<file path="config.mk">
export PLATFORM = sky130hd
export DESIGN_NAME = alu_pipe
export DESIGN_NICKNAME = d
export VERILOG_FILES = /design/src/rtl/alu_pipe_pkg.sv /design/src/rtl/alu_pipe_seq_multiplier.sv /design/src/rtl/alu_pipe.sv
export SDC_FILE = /design/constraint.sdc
export NUM_CORES = 1
export LEC_CHECK = 0
export ABC_AREA = 1
export CAP_MARGIN = 40
export CORE_UTILIZATION = 45
export CTS_BUF_LIST = sky130_fd_sc_hd__clkbuf_4 sky130_fd_sc_hd__clkbuf_8 sky130_fd_sc_hd__clkbuf_16
export DETAILED_ROUTE_END_ITERATION = 7
export PLACE_DENSITY = 0.74
export SLEW_MARGIN = 0
export SYNTH_ARGS = -nofsm -noshare
export SYNTH_HDL_FRONTEND = slang
export SYNTH_SLANG_ARGS = --single-unit
</file>
<file path="constraint.sdc">
create_clock -name clk -period 2.9 [get_ports clk]
set_input_delay 0.435 -clock clk [delete_from_list [all_inputs] [get_ports clk]]
set_output_delay 0.435 -clock clk [all_outputs]
set_load 0.02 [all_outputs]
</file>
<file path="src/rtl/alu_pipe_pkg.sv">
// alu_pipe_pkg: shared opcode encodings and FSM state type for the
// registered ALU pipeline (alu_pipe) and its shift-add multiplier.
//   OP_*     : 3-bit opcode values presented on s_opcode.
//   state_t  : alu_pipe control states (IDLE accepts, MUL iterates,
//              HOLD presents a result until the consumer takes it).
package alu_pipe_pkg;

  localparam logic [2:0] OP_NULL = 3'd0;
  localparam logic [2:0] OP_ADD  = 3'd1;
  localparam logic [2:0] OP_SUB  = 3'd2;
  localparam logic [2:0] OP_AND  = 3'd3;
  localparam logic [2:0] OP_OR   = 3'd4;
  localparam logic [2:0] OP_XOR  = 3'd5;
  localparam logic [2:0] OP_NOT  = 3'd6;
  localparam logic [2:0] OP_MUL  = 3'd7;

  typedef enum logic [1:0] {
    ST_IDLE = 2'd0,
    ST_MUL  = 2'd1,
    ST_HOLD = 2'd2
  } state_t;

  function automatic logic is_mul(input logic [2:0] op);
    return op == OP_MUL;
  endfunction

endpackage

</file>
<file path="src/rtl/alu_pipe_seq_multiplier.sv">
// seq_multiplier: unsigned WIDTH x WIDTH shift-add multiplier, one
// iteration per clock, WIDTH iterations per product.
//   clk, rst : rising-edge clock, synchronous active-high reset
//   start    : load a/b (ignored while busy)
//   a, b     : multiplicand, multiplier
//   busy     : iterations still outstanding
//   done     : one-cycle pulse; prod holds the finished product
//   prod     : {high partial, low partial}; final product once done
module seq_multiplier #(
  parameter int WIDTH = 8,
  parameter int CNT_W = $clog2(WIDTH) + 1
) (
  input  logic                 clk,
  input  logic                 rst,
  input  logic                 start,
  input  logic [WIDTH-1:0]     a,
  input  logic [WIDTH-1:0]     b,
  output logic                 busy,
  output logic                 done,
  output logic [2*WIDTH-1:0]   prod
);

  logic [WIDTH-1:0] mcand;
  logic [WIDTH-1:0] hi;
  logic [WIDTH-1:0] lo;
  logic [CNT_W-1:0] cnt;

  logic             load;
  logic [WIDTH-1:0] step_mcand;
  logic [WIDTH-1:0] step_hi;
  logic [WIDTH-1:0] step_lo;
  logic [WIDTH:0]   sum;

  assign load = start & ~busy;

  // The first iteration is folded into the load edge, working directly on
  // the incoming operands. That way the product is complete one edge
  // earlier and the parent can register it on the WIDTH-th edge after
  // accepting the op.
  always_comb begin
    step_mcand = load ? a : mcand;
    step_hi    = load ? '0 : hi;
    step_lo    = load ? b : lo;
    sum        = {1'b0, step_hi} + (step_lo[0] ? {1'b0, step_mcand} : '0);
  end

  always_ff @(posedge clk) begin
    if (rst) begin
      mcand <= '0;
      hi    <= '0;
      lo    <= '0;
      cnt   <= '0;
      busy  <= 1'b0;
      done  <= 1'b0;
    end else begin
      done <= 1'b0;
      if (load) begin
        mcand <= a;
        hi    <= sum[WIDTH:1];
        lo    <= {sum[0], b[WIDTH-1:1]};
        cnt   <= CNT_W'(1);
        busy  <= 1'b1;
      end else if (busy) begin
        // shift {carry, hi, lo} right by one
        hi  <= sum[WIDTH:1];
        lo  <= {sum[0], lo[WIDTH-1:1]};
        cnt <= cnt + CNT_W'(1);
        if (cnt == CNT_W'(WIDTH - 1)) begin
          busy <= 1'b0;
          done <= 1'b1;
        end
      end
    end
  end

  assign prod = {hi, lo};

endmodule

</file>
<file path="src/rtl/alu_pipe.sv">
// alu_pipe: registered WIDTH-bit ALU with accumulator and multi-cycle MUL.
// One op in flight at a time.
//   clk, rst     : rising-edge clock, synchronous active-high reset
//   in_valid/in_ready, in_a, in_b, s_opcode, s_use_acc : op input channel
//   out_valid/out_ready, out_result, out_prod_hi, out_zero : result channel
//   dbg_state    : current control state (state_t encoding)
//
// Handshake: a transfer happens on a rising edge where valid & ready are both
// high. in_ready is high only in IDLE; out_valid is high only in HOLD and
// stays high, with its data stable, until the edge that sees out_ready.
// Inputs presented while in_ready is low are not sampled.
module alu_pipe
  import alu_pipe_pkg::*;
#(
  parameter int WIDTH = 8,
  parameter int CNT_W = $clog2(WIDTH) + 1
) (
  input  logic               clk,
  input  logic               rst,
  input  logic               in_valid,
  output logic               in_ready,
  input  logic [WIDTH-1:0]   in_a,
  input  logic [WIDTH-1:0]   in_b,
  input  logic [2:0]         s_opcode,
  input  logic               s_use_acc,
  output logic               out_valid,
  input  logic               out_ready,
  output logic [WIDTH:0]     out_result,
  output logic [WIDTH-1:0]   out_prod_hi,
  output logic               out_zero,
  output logic [1:0]         dbg_state
);

  state_t state;
  state_t state_nxt;

  logic [WIDTH-1:0]   acc;
  logic [WIDTH-1:0]   op_a;
  logic [WIDTH:0]     alu_res;
  logic               accept;
  logic               alu_load;
  logic               mul_start;
  logic               mul_load;
  logic               mul_busy;
  logic               mul_done;
  logic [2*WIDTH-1:0] mul_prod;

  logic [WIDTH:0]     result_q;
  logic [WIDTH-1:0]   prod_hi_q;
  logic               zero_q;
  logic               valid_q;

  assign in_ready  = (state == ST_IDLE);
  assign accept    = in_valid & in_ready;
  assign op_a      = s_use_acc ? acc : in_a;
  assign mul_start = accept & is_mul(s_opcode);
  assign alu_load  = accept & ~is_mul(s_opcode);
  assign mul_load  = (state == ST_MUL) & mul_done & ~mul_busy;

  // Single-cycle operations. SUB wraps in WIDTH+1 bits, so bit WIDTH is the
  // borrow (set exactly when opA < in_b).
  always_comb begin
    alu_res = {1'b0, op_a};
    case (s_opcode)
      OP_NULL: alu_res = {1'b0, op_a};
      OP_ADD:  alu_res = {1'b0, op_a} + {1'b0, in_b};
      OP_SUB:  alu_res = {1'b0, op_a} - {1'b0, in_b};
      OP_AND:  alu_res = {1'b0, op_a & in_b};
      OP_OR:   alu_res = {1'b0, op_a | in_b};
      OP_XOR:  alu_res = {1'b0, op_a ^ in_b};
      OP_NOT:  alu_res = {1'b0, ~op_a};
      default: alu_res = {1'b0, op_a};
    endcase
  end

  seq_multiplier #(
    .WIDTH (WIDTH),
    .CNT_W (CNT_W)
  ) u_mul (
    .clk   (clk),
    .rst   (rst),
    .start (mul_start),
    .a     (op_a),
    .b     (in_b),
    .busy  (mul_busy),
    .done  (mul_done),
    .prod  (mul_prod)
  );

  always_ff @(posedge clk) begin
    if (rst) state <= ST_IDLE;
    else     state <= state_nxt;
  end

  always_comb begin
    state_nxt = state;
    case (state)
      ST_IDLE: begin
        if (mul_start)     state_nxt = ST_MUL;
        else if (alu_load) state_nxt = ST_HOLD;
      end
      ST_MUL: begin
        if (mul_load) state_nxt = ST_HOLD;
      end
      ST_HOLD: begin
        if (out_ready) state_nxt = ST_IDLE;
      end
      default: state_nxt = ST_IDLE;
    endcase
  end

  // Result registers and accumulator. The accumulator follows every result
  // as it enters HOLD, whether or not the consumer has taken it yet.
  always_ff @(posedge clk) begin
    if (rst) begin
      result_q  <= '0;
      prod_hi_q <= '0;
      zero_q    <= 1'b1;
      valid_q   <= 1'b0;
      acc       <= '0;
    end else if (alu_load) begin
      result_q  <= alu_res;
      prod_hi_q <= '0;
      zero_q    <= (alu_res[WIDTH-1:0] == '0);
      valid_q   <= 1'b1;
      acc       <= alu_res[WIDTH-1:0];
    end else if (mul_load) begin
      result_q  <= {1'b0, mul_prod[WIDTH-1:0]};
      prod_hi_q <= mul_prod[2*WIDTH-1:WIDTH];
      zero_q    <= (mul_prod[WIDTH-1:0] == '0);
      valid_q   <= 1'b1;
      acc       <= mul_prod[WIDTH-1:0];
    end else if ((state == ST_HOLD) && out_ready) begin
      valid_q   <= 1'b0;
    end
  end

  assign out_valid   = valid_q;
  assign out_result  = result_q;
  assign out_prod_hi = prod_hi_q;
  assign out_zero    = zero_q;
  assign dbg_state   = state;

endmodule

</file>
# --- After elaboration in Yosys (flattened, before gate mapping) ---
# Index checks and enable logic that the tools add are counted.
# W data, S select, Z words.
totals:
  register_bits: 59
  latchBits: 0
  ram_bits: 0
  mem_bits_ro: 0
  input_bits: 24
  word_cells: 83
  memories: 0
op_classes:
  add_sub_neg: 4
  multipliers: 0
  div: 0
  order_cmp: 0
  n_eq_ne: 13
  shift: 0
  mux: 30
  bitwise: 12
  n_reduce_logical: 11
ops:
  columns: ["op", "n"]
  rows:
  - ["$mux W8", 10]
  - ["$pmux W9 S6", 1]
  - ["$mux W9", 2]
  - ["$logic_not A8 Y1", 2]
  - ["$eq A3 B3 Y1 const B", 4]
  - ["$mux W1", 12]
  - ["$add A8 B8 Y9", 1]
  - ["$add A8 B9 Y9", 1]
  - ["$sub A8 B8 Y9", 1]
  - ["$and A8 B8 Y8", 1]
  - ["$mux W2", 4]
  - ["$not A8 Y8", 1]
  - ["$or A8 B8 Y8", 1]
  - ["$xor A8 B8 Y8", 1]
  - ["$and A1 B1 Y1", 6]
  - ["$eq A3 B2 Y1 const B", 2]
  - ["$pmux W2 S3", 1]
  - ["$add A4 B1 Y4 const B", 1]
  - ["$eq A4 B3 Y1 const B", 1]
  - ["$ne A2 B2 Y1 const B", 2]
  - ["$reduce_bool A2 Y1", 2]
  - ["$reduce_or A2 Y1", 2]
  - ["$eq A3 B1 Y1 const B", 1]
  - ["$ne A3 B1 Y1 const B", 1]
  - ["8 further kinds", 9]

# --- Logic depth before layout (Yosys ltp) ---
depth:
  ltp_word: 9
  mapped_depth: 22
  depth_no_buf: 22

# --- By module ---
# A second synthesis with hierarchy kept.
hier_totals:
  cells_unflattened: 595
  hier_area_um2: 4007.6
modules_own_cells:
  columns: ["mod", "instances", "cells_each", "area_each_um2", "seq_area_each_um2"]
  rows:
  - ["alu_pipe", 1, 371, 2351.0, 420.4]
  - ["seq_multiplier", 1, 224, 1656.6, 600.6]

# --- Least setup slack after synthesis ---
# Ideal clock, no wire load.
synth_timing:
  path_type: "register to register"
  start: "register state[1], in the netlist dbg_state[1]"
  end: "register u_mul.hi[5]"
  setup_ps: 110
  arrival_time_ps: 2975
  required_time_ps: 2790
  path_slack_ps: -184
  stages_incl_launch_ff: 21
  n_path_buf: 1
  path_cell_list: "dfxtp_1 nor2_1 nand2_1 nor2_2 inv_2 nor2_8 buf_2 o21ai_0 nor2_1 ha_1 inv_1 fa_1 o21ai_0 nand2_1 nand2_1 a21oi_1 nor2_1 nand3b_1 o21ai_0 nand2_1 inv_1"
synth_between:
  elab_chain_len: 9
  word_cells_on_any_way: 12
synth_rtl:
  columns: ["item", "line_no", "source"]
  rows:
  - ["start, declared", "alu_pipe.sv:34", "state_t state;"]
  - ["start signal, assigned", "alu_pipe.sv:92", "else state <= state_nxt;"]
  - ["$logic_not A2 Y1 *", "alu_pipe.sv:53", "assign in_ready = (state == ST_IDLE);"]
  - ["via in_ready", "alu_pipe.sv:21", "output logic in_ready,"]
  - ["$and A1 B1 Y1 *", "alu_pipe.sv:54", "assign accept = in_valid & in_ready;"]
  - ["$and A1 B1 Y1 *", "alu_pipe.sv:56", "assign mul_start = accept & is_mul(s_opcode);"]
  - ["$and A1 B1 Y1 *", "alu_pipe_seq_multiplier.sv:34", "assign load = start & ~busy;"]
  - ["$mux W8 / $mux W1 (equally long branches)", "alu_pipe_seq_multiplier.sv:41, alu_pipe_seq_multiplier.sv:43", null]
  - ["$mux W8", "alu_pipe_seq_multiplier.sv:44", "sum = {1'b0, step_hi} + (step_lo[0] ? {1'b0, step_mcand} : '0);"]
  - ["$add A8 B9 Y9", "alu_pipe_seq_multiplier.sv:44", null]
  - ["$mux W8", "alu_pipe_seq_multiplier.sv:63", "end else if (busy) begin"]
  - ["$mux W8", "alu_pipe_seq_multiplier.sv:57", "if (load) begin"]
  - ["end signal, assigned", "alu_pipe_seq_multiplier.sv:59", "hi <= sum[WIDTH:1];"]
  - ["end signal, assigned", "alu_pipe_seq_multiplier.sv:65", "hi <= sum[WIDTH:1];"]
  - ["end, declared", "alu_pipe_seq_multiplier.sv:24", "logic [WIDTH-1:0] hi;"]
# Mark *: on every way through the listed nets, which the timed path passes. The rest lies on a longest branch. The select of a mux whose other input is x is not followed.
# A chain may end at the register's enable or synchronous reset.

# --- Final worst setup path ---
layout_timing:
  start: "register state[0], in the netlist dbg_state[0]"
  end: "register u_mul.hi[5]"
layout_between:
  elab_chain_len: 9
  word_cells_on_any_way: 12
layout_rtl:
  columns: ["item", "line_no"]
  rows:
  - ["$logic_not A2 Y1 *", "alu_pipe.sv:53"]
  - ["$and A1 B1 Y1 *", "alu_pipe.sv:54"]
  - ["$and A1 B1 Y1 *", "alu_pipe.sv:56"]
  - ["$and A1 B1 Y1 *", "alu_pipe_seq_multiplier.sv:34"]
  - ["$mux W8 / $mux W1 (equally long branches)", "alu_pipe_seq_multiplier.sv:41, alu_pipe_seq_multiplier.sv:43"]
  - ["$mux W8", "alu_pipe_seq_multiplier.sv:44"]
  - ["$add A8 B9 Y9", "alu_pipe_seq_multiplier.sv:44"]
  - ["$mux W8", "alu_pipe_seq_multiplier.sv:63"]
  - ["$mux W8", "alu_pipe_seq_multiplier.sv:57"]
# Mark *: on every way between the ends. The rest lies on a longest branch, timed or not. The select of a mux whose other input is x is not followed.

==> impl_metrics.env <==
export IMPL_status="complete, no violations"
export IMPL_root_buffer="clkbuf_8"
export IMPL_placedCellCount=793
export IMPL_fp_dieH_um=93.7
export IMPL_syn_inst=583
export IMPL_start_kind="register"
export IMPL_die_w_um=93.7
export IMPL_grt_overflow=0
export IMPL_route_detailed_drc=0
export IMPL_final_area_mm2=0.00513
export IMPL_syn_area_mm2=0.00378
export IMPL_dr_pass1_iters=5
export IMPL_final_max_slew_viol_count=0
export IMPL_max_freq_mhz=360
export IMPL_finClkSkew_ps=11.8
export IMPL_setup_viol=0
export IMPL_fillers=745
export IMPL_hold_viol_final=0
export IMPL_tightest_slew_ps=767
export IMPL_vias=4139
export IMPL_synthMuxAreaShare_pct=0
export IMPL_synth_largest_area_cell="dfxtp_1"
export IMPL_leakagePower_nw=2.57
export IMPL_powerDensity_mw_per_mm2=362
export IMPL_multi_input_area_mm2=0.00244
export IMPL_grt_pass1_vias=3812
export IMPL_synth_top_family_by_area="simple AND/OR/NAND/NOR gates"
export IMPL_relSlewSlack_pct=48.7
export IMPL_yosysMostFrequentCell="nand2_1"
export IMPL_ys_ff_latch=51
export IMPL_drive_above_1_share_pct=20.2
export IMPL_yosys_area_share_simple_pct=31.0
export IMPL_hold_buffers=0
export IMPL_startpoint="dbg_state[0]"
export IMPL_synth_edf_count=0
export IMPL_viasPerCell=5.12
export IMPL_wl_per_cell_um=13.5
export IMPL_async_reset_ff_share_pct=0
export IMPL_synth_seq_area_share_pct=27.0
export IMPL_area_growth_pct=35.6
export IMPL_clock_latency_ps=300
export IMPL_initial_core_util_pct=46.3
export IMPL_avgSynthCellArea_um2=6.49
export IMPL_min_period_ps=2780
export IMPL_antenna_cells=0
export IMPL_core_area_mm2=0.00818
export IMPL_rows=33
export IMPL_clk_pin_slew_ps=100
export IMPL_first_iter_violations=296
export IMPL_synthDistinctLibCells=38
export IMPL_reg2reg_to="u_mul.hi[5]"
export IMPL_syn_nets=644
export IMPL_endpoint_kind="register"
export IMPL_final_setup_tns_ps=0
export IMPL_vdd_ir_drop_max_v=0.000231
export IMPL_port_buffers=45
export IMPL_gp_congestion=0.870
export IMPL_io_pins=46
export IMPL_placement_cell_area_mm2=0.00485
export IMPL_crit_fanout=5
export IMPL_regArea_mm2=0.00103
export IMPL_antenna_left=0
export IMPL_track_usage_pct=25.1
export IMPL_ys_warn_count=0
export IMPL_cts_num_sinks=51
export IMPL_wl_um=10900
export IMPL_synth_adder_area_share_pct=12.6
export IMPL_synth_xor_area_share_pct=3.24
export IMPL_yosys_top_cells_count="139 x nand2_1, 90 x inv_1, 77 x nor2_1"
export IMPL_grt_first_pass_wirelength_um=17400
export IMPL_yosysTopAreaCellShare_pct=27.0
export IMPL_cts_buffers=5
export IMPL_dieArea_mm2=0.00878
export IMPL_cts_tree="built"
export IMPL_r2r_start="dbg_state[0]"
export IMPL_grt_max_degree=19
export IMPL_required_ps=3100
export IMPL_synth_top_flop_cell="dfxtp_1"
export IMPL_path_class="reg2reg"
export IMPL_cts_htree_levels=2
export IMPL_cap_violations=0
export IMPL_synth_area_leaders="dfxtp_1 27%, nand2_1 14%, ha_1 12%"
export IMPL_whs_ps=475
export IMPL_stdcell_count=808
export IMPL_worst_r2r_path_depth=21
export IMPL_dpl_hpwl_um=8510
export IMPL_clock_path_buffers=2
export IMPL_synth_compound_area_share_pct=14.5
export IMPL_endpoint="u_mul.hi[5]"
export IMPL_min_path_type="reg2reg"
export IMPL_fin_nets=763
export IMPL_arrival_ps=2980
export IMPL_antenna_found_initial=0
export IMPL_timing_final_crit_share_pct=95.8
export IMPL_reg2reg_slack_ps=120
export IMPL_fin_util_pct=62.8
[worst max-delay path, cell delays in order, from the launching register on]
cell	delay, ps
dfxtp_4	370
nor2_4	130
nand2_2	100
nor2_4	120
inv_4	60
nor2_8	130
inv_2	60
o21ai_2	120
inv_2	70
nor2_2	80
ha_2	210
inv_2	50
fa_2	380
o21ai_2	170
nand2_1	70
nand2_1	80
a21oi_2	60
nor2_1	120
nand3b_1	110
o21ai_1	80
nand2_1	70
inv_1	40
[per-stage QoR]
step | setup slack [ps] | power (mW)
2_1_floorplan | 16.3 | 1.12
3_3_place_gp | -356 | 1.37
3_5_place_dp | -508 | 1.38
4_1_cts | 46.6 | 1.84
5_1_grt | -46.5 | 1.97
6_report | 121 | 1.86
[routing by layer]
layer	global-route usage (%)	wire length, um	share of wire (%)
met5	0	0	0
met4	5.90	157	1.4
met3	2.51	567	5.2
met2	43.7	5280	49
met1	33.2	4870	45
[registers in the layout, indices dropped and copies added, names as in the netlist]
signal       cells
out_prod_hi      8
u_mul.hi         8
u_mul.lo         8
u_mul.mcand      8
acc              7
u_mul.cnt        4
dbg_state        2
out_result       2
out_valid        1
out_zero         1
u_mul.busy       1
u_mul.done       1
[worst min path at each step]
| stage | start | end | slack, ps | cells past startpoint |
|---|---|---|---|---|
| detailed placement | out_result[8] | out_result[8] | 460 | 2 |
| global route | out_result[8] | out_result[8] | 490 | 2 |
| global placement | out_result[8] | out_result[8] | 450 | 2 |
| finish | out_result[8] | out_result[8] | 480 | 2 |
| floorplan | u_mul.cnt[3] | u_mul.done | 450 | 1 |
| CTS | out_result[8] | out_result[8] | 480 | 2 |
[layout make-up]
class | count | area share [%]
multi-input combinational | 420 | 47.5
timing repair buffer | 125 | 20.6
sequential | 51 | 20.0
inverter | 99 | 7.29
tap | 105 | 2.56
clock buffer | 7 | 1.88
clock inverter | 1 | 0.146
[repair_timing]
item	4_1_cts	5_1_grt
gates resized for setup	9	33
endpoints found under the setup margin	4	9
buffers inserted	1	6
pin swaps	6	13
[logic make-up (layout without fill, tap and decap cells)]
| logic type | count (synthesis) | after routing |
|---|---|---|
| simple gates | 273 | 273 |
| fa+ha+maj | 37 | 37 |
| xor+xnor | 14 | 14 |
| flops | 51 | 51 |
| buf+inv | 112 | 232 |
| compound gates | 96 | 96 |
[report_power, final]
group          switching [mW]  internal (mW)  total [mW]
clock                   0.237          0.218       0.454
combinational           0.366          0.287       0.653
sequential             0.0200          0.730       0.750
total                   0.623           1.23        1.86
[layout by cell type, fill, tap and decap left out, types with 2 or more instances in the layout]
| cell | Yosys | final |
|---|---|---|
| or2_2 | 3 | 3 |
| o22ai_1 | 3 | 3 |
| nand2_2 | 1 | 4 |
| nor2_2 | 4 | 4 |
| xnor2_1 | 2 | 2 |
| a21oi_2 | 1 | 6 |
| nand3_1 | 24 | 23 |
| o211ai_1 | 3 | 3 |
| nor4_1 | 2 | 2 |
| nand3b_1 | 4 | 4 |
| xor2_1 | 12 | 12 |
| a211oi_1 | 7 | 7 |
| inv_1 | 90 | 89 |
| buf_4 | 2 | 78 |
| nand3_2 | 5 | 6 |
| clkbuf_8 | 0 | 7 |
| o221ai_1 | 3 | 3 |
| fa_2 | 0 | 2 |
| nand2_1 | 139 | 136 |
| buf_6 | 1 | 2 |
| o21ai_1 | 2 | 6 |
| a21oi_1 | 28 | 23 |
| clkdlybuf4s50_1 | 0 | 40 |
| o21ai_2 | 4 | 6 |
| dfxtp_1 | 51 | 49 |
| nor3_1 | 6 | 5 |
| ha_1 | 35 | 31 |
| dlygate4sd2_1 | 0 | 4 |
| o21ai_0 | 42 | 36 |
| ha_4 | 0 | 3 |
| nor2_4 | 1 | 5 |
| inv_2 | 9 | 9 |
| nand4_1 | 5 | 5 |
| nor2_1 | 77 | 73 |
Power figures use the tool's default switching activity.
